### config.mk
export PLATFORM = sky130hd
export DESIGN_NAME = route_arbiter
export DESIGN_NICKNAME = d
export VERILOG_FILES = /design/src/rtl/router_pkg.sv /design/src/rtl/rr_arbiter.sv /design/src/rtl/route_arbiter.sv
export SDC_FILE = /design/constraint.sdc
export NUM_CORES = 1
export LEC_CHECK = 0
export CAP_MARGIN = 20
export CORE_MARGIN = 2
export CORE_UTILIZATION = 35
export CTS_CLUSTER_SIZE = 25
export DETAILED_ROUTE_END_ITERATION = 16
export GPL_TIMING_DRIVEN = 0
export PLACE_DENSITY_LB_ADDON = 0.3
export SLEW_MARGIN = 20
export SYNTH_ARGS = -nofsm -noshare
export SYNTH_HDL_FRONTEND = slang
export SYNTH_SLANG_ARGS = --single-unit
### constraint.sdc
create_clock -name clk -period 3.78 [get_ports clk]
set_input_delay 0.567 -clock clk [delete_from_list [all_inputs] [get_ports clk]]
set_output_delay 0.567 -clock clk [all_outputs]
set_load 0.02 [all_outputs]
### src/rtl/router_pkg.sv
// Shared router definitions: default channel count and flit width, the flit
// type, and a round-robin index helper used by the arbitration stages.
package router_pkg;

  localparam int NUM_IN_DEFAULT = 4;
  localparam int FLIT_W_DEFAULT = 11;

  typedef logic [FLIT_W_DEFAULT-1:0] flit_t;

  // Next channel index in a ring of n channels.
  function automatic int rr_next(input int idx, input int n);
    return (idx + 1 >= n) ? 0 : idx + 1;
  endfunction

endpackage

### src/rtl/rr_arbiter.sv
// Round-robin grant selection over NUM_IN requests; the pointer remembers the
// last granted channel and only moves when the caller reports a transfer.
module rr_arbiter
  import router_pkg::*;
#(
  parameter int NUM_IN = NUM_IN_DEFAULT,
  parameter int IDX_W  = $clog2(NUM_IN)
) (
  input  logic              clk,
  input  logic              rst,
  input  logic [NUM_IN-1:0] req,
  input  logic              advance,
  output logic              grant_vld,
  output logic [IDX_W-1:0]  grant_idx
);

  logic [IDX_W-1:0] ptr_q;
  logic [IDX_W-1:0] ptr_d;
  logic [IDX_W-1:0] cand_idx;
  logic             found;

  // Search begins one past the last winner, so the last winner has lowest priority.
  always_comb begin
    found     = 1'b0;
    grant_idx = ptr_q;
    cand_idx  = ptr_q;
    for (int k = 0; k < NUM_IN; k++) begin
      cand_idx = IDX_W'(rr_next(int'(cand_idx), NUM_IN));
      if (!found && req[cand_idx]) begin
        found     = 1'b1;
        grant_idx = cand_idx;
      end
    end
    grant_vld = found;
    ptr_d     = advance ? grant_idx : ptr_q;
  end

  always_ff @(posedge clk or posedge rst) begin
    if (rst) begin
      ptr_q <= IDX_W'(NUM_IN - 1);
    end else begin
      ptr_q <= ptr_d;
    end
  end

endmodule

### src/rtl/route_arbiter.sv
// Merges NUM_IN valid/ready flit channels into one registered output stage
// using round-robin arbitration; supports drain and reload in the same cycle.
module route_arbiter
  import router_pkg::*;
#(
  parameter  int NUM_IN = NUM_IN_DEFAULT,
  parameter  int FLIT_W = FLIT_W_DEFAULT,
  localparam int IDX_W  = $clog2(NUM_IN)
) (
  input  logic                     clk,
  input  logic                     rst,
  input  logic [NUM_IN-1:0]        in_valid,
  input  logic [NUM_IN*FLIT_W-1:0] in_data,
  output logic [NUM_IN-1:0]        in_ready,
  output logic                     out_valid,
  input  logic                     out_ready,
  output logic [FLIT_W-1:0]        out_data,
  output logic [IDX_W-1:0]         out_src
);

  // Handshake: a flit moves on any port only when valid and ready are both
  // high at the rising edge; valid never waits on ready, and in_ready is a
  // function of in_valid, the pointer and the output stage only (never data).

  logic              grant_vld;
  logic [IDX_W-1:0]  grant_idx;
  logic              load_en;

  logic              out_valid_q, out_valid_d;
  logic [FLIT_W-1:0] out_data_q,  out_data_d;
  logic [IDX_W-1:0]  out_src_q,   out_src_d;

  rr_arbiter #(
    .NUM_IN (NUM_IN),
    .IDX_W  (IDX_W)
  ) u_rr (
    .clk       (clk),
    .rst       (rst),
    .req       (in_valid),
    .advance   (load_en),
    .grant_vld (grant_vld),
    .grant_idx (grant_idx)
  );

  always_comb begin
    load_en  = !rst && grant_vld && (!out_valid_q || out_ready);
    in_ready = '0;
    for (int i = 0; i < NUM_IN; i++) begin
      in_ready[i] = load_en && (grant_idx == IDX_W'(i));
    end

    out_valid_d = out_valid_q;
    out_data_d  = out_data_q;
    out_src_d   = out_src_q;
    if (load_en) begin
      out_valid_d = 1'b1;
      out_data_d  = in_data[int'(grant_idx)*FLIT_W +: FLIT_W];
      out_src_d   = grant_idx;
    end else if (out_ready) begin
      out_valid_d = 1'b0;
    end
  end

  always_ff @(posedge clk or posedge rst) begin
    if (rst) begin
      out_valid_q <= 1'b0;
      out_data_q  <= '0;
      out_src_q   <= '0;
    end else begin
      out_valid_q <= out_valid_d;
      out_data_q  <= out_data_d;
      out_src_q   <= out_src_d;
    end
  end

  assign out_valid = out_valid_q;
  assign out_data  = out_data_q;
  assign out_src   = out_src_q;

endmodule

==> metrics.md <==
| Metric | Value |
|---|---|
| F_max | ~280 MHz |
| Die ar. | 4324 um^2 |
| Avg Inst Size Synth | 10.77 um^2 |
| Area of the core | 3661 um^2 |
| Vias per cell | 5.187 |
| Final Skew | between 0.003 and 0.004 ns |
| Via count | 1276 |
| Initial DRC Count | 28 |
| Routed len/inst | 14.96 um |
| Number of library cell types mapped by synthesis | 36 |
| Boundary Pins | a little under 70 |
| Worst Path Required | 3.21 ns |
| Combinational family with the most area after synthesis | compound AO/OA/AOI/OAI gates |
| Sequential fraction of the synthesis area | 0.3018 |
| Asr flop ratio synth | 1.000 |
| Hold Buf Count CTS | 0 |
| Outcome | completed |
| Setup tns final | 0 ns |
| Ant. Diodes | 0 |
| CP cell instances | clkdlybuf4s50_1 -> mux4_2 -> inv_1 -> nand2_1 -> o32ai_2 -> and3_1 -> buf_6 -> buf_8 -> and2_1 -> clkdlybuf4s15_2 |
| Worst-margin pin slew | 0.5278 ns |
| Num CTS Buffers | 3 |
| Static leakage | roughly 0.86 nW |
| Nets@finish | 251 |
| Final Setup Violations | 0 |
| Crit path launch type | primary input |
| Root Driver | clkbuf_8 |
| Vias in the first global route | 1319 |
| Most frequent cells in the layout | clkdlybuf4s50_1 (64), mux2i_1 (24), nor2_1 (20) |
| Register-to-register setup slack | 1.12 ns |
| Non-filler cells, final | 246 |
| Worst relative slew slack | 0.6482 |
| Post-synthesis simple-gate area fraction | 0.1143 |
| Clk_lat worst skew | approximately 0.25 ns |
| CP max stage cell | mux4_2 |
| Area grow syn2layout | 60.54% |
| Hold_ws | 0.5150 ns |
| Mapped Nets | 176 |
| Post-synth EDFFs | 0 |
| Element type at the critical path end | output port |
| Min Tclk post-route | 3.602 ns |
| Synth Flop Type | dfrtp_1 |
| Synth Area in Adders | 0.009372 |
| Max VDD drop | ~0.47 mV |
| Post-route cell area | 2143 um^2 |
| Placed insts | 240 |
| GRT overflow | 0 |
| Synth Area in XOR/XNOR | 0 |
| Clock Path Buffers | 2 |
| RSZ-0062 raised after global routing | no |
| #FFs+latches synth | 16 |
| Largest net degree at the start of global routing | 18 |
| Synth warnings | 0 |
| Synth Area in Compound Gates | 0.2549 |
| Max Cap Viol | 0 |
| 1st-pass router iterations | 4 |
| Post-DRT Antenna Nets | 0 |
| Mux cell area share after synthesis | 0.2409 |
| Worst Path Arrival | 3.04 ns |
| HPWL after DPL | 2942 um |
| Synth Instances | 124 |
| Fin crit share | 0.9530 |
| Final hold viol count | 0 |
| Row cnt | 22 |
| GRT Util Overall | 0.1766 |
| TritonCTS clock tree | done |
| Buf/Inv on CP | 5 |
| Antenna violations before repair | 0 |
| Starting Density | 0.3647 |
| Clock Sinks | 16 |
| Wirelength, routed | between 3000 and 4000 um |
| Layout cell share with drive strength beyond 1 | 0.1970 |
| Crit path kind | in -> out |
| DRC viols | 0 |
| Die Ht | 65.76 um |
| Slowest stage delay, CP | 0.57 ns |
| Placed Area | 2076 um^2 |
| H-tree levels | 1 |
| First-pass GRT wire length | around 6000 um |
| Family with the most delay on the worst path | buffers and inverters |
| Critical path peak fanout | 10 |
| IO buf count | 68 |
| Clock Pin Slew Worst Setup and Hold Paths | 0.06 ns |
| Worst Hold Class | reg -> reg |
| Pwr dens | 987.5 nW/um^2 |
| Slew Viols, Final | 0 |
| Synth Cell Area | about 1300 um^2 |
| Die X-Extent | 65.76 um |
| GPL Wtd Cong | 0.7833 |
| Commonest non-fill, non-tap cell in the layout | clkdlybuf4s50_1 |
layout make-up:
class,instances,area [um^2]
inverter,5,22.52
fill,321,1518
sequential,16,402.9
multi-input combinational,95,830.8
buffer,8,86.33
tap,48,60.06
clock buffer,4,45.04
timing repair buffer,70,695.7
worst paths after layout:
kind,start,endpoint,depth (start not counted)
max,in_valid[2],in_ready[1],10
min,u_rr.ptr_q[1]$_DFFE_PP1P_,u_rr.ptr_q[1]$_DFFE_PP1P_,2
max reg2reg,u_rr.ptr_q[0]$_DFFE_PP1P_,out_data[7]$_DFFE_PP0P_,10
min reg2reg,u_rr.ptr_q[1]$_DFFE_PP1P_,u_rr.ptr_q[1]$_DFFE_PP1P_,2
max in group asynchronous,rst,u_rr.ptr_q[0]$_DFFE_PP1P_,2
min in group asynchronous,rst,out_data[9]$_DFFE_PP0P_,2
where the power goes:
| group | switching (W) | internal [W] |
|---|---|---|
| combinational | 0.000851 | 0.000815 |
| sequential | 0.0000511 | 0.000265 |
| clock | 0.0000595 | 0.0000746 |
synthesized netlist by cell type (2+ instances only):
master	number	area, um^2
a21oi_1	6	30.03
dfrtp_1	14	350.3
dfstp_2	2	52.55
a221oi_2	11	165.2
inv_1	5	18.77
buf_6	4	45.04
and2_1	4	25.02
o21ai_1	2	10.01
mux2i_1	24	240.2
nand3_1	2	10.01
mux4_2	2	45.04
nor2_1	20	75.07
buf_8	2	30.03
o21a_1	2	15.01
nor3_1	2	10.01
o21ai_0	2	10.01
worst register-to-register path, stage by stage (launching register included):
cell,delay (ns)
dfstp_2,0.56
ha_1,0.25
buf_6,0.15
nor3_2,0.26
o21ai_1,0.13
a311oi_2,0.34
o32ai_2,0.15
and3_1,0.21
buf_6,0.14
buf_8,0.14
a221oi_2,0.24
timing repair:
item	in CTS	in global routing
gates resized for setup	10	0
buffers inserted	1	1
setup endpoints to repair	4	3
pin swaps	1	2
per-stage QoR:
stage          total power [W]  setup slack [ns]  utilization
2_1_floorplan         0.001548            0.6343            -
3_3_place_gp          0.001941           -0.5920       0.5670
3_5_place_dp          0.001980           -0.6592       0.5670
4_1_cts               0.002122           0.04084       0.5834
5_1_grt               0.002261           0.03787       0.5854
6_report              0.002116            0.1776       0.5854
logic make-up (layout without fill, tap and decap cells):
kind of cell / Yosys count / in the layout
adder cells (fa/ha/maj): 1 / 1
multiplexers: 29 / 29
AND/OR/NAND/NOR: 33 / 33
buffers and inverters: 13 / 87
flip-flops: 16 / 16
AO/OA/AOI/OAI: 32 / 32
metal layers:
layer | global-route usage | vias up | part of all wire
met3 | 0.04795 | 2 | 0.086
met4 | 0.03125 | 0 | 0.0049
met1 | 0.1953 | 609 | 0.38
li1 | - | 614 | -
met2 | 0.3359 | 51 | 0.53
met5 | 0 | - | 0
registers in the layout, summed over array words and instances, names as in the netlist:
register,cells
out_src,2
u_rr.ptr_q,2
out_data,11
out_valid,1
(Power assumes the default switching activity.)
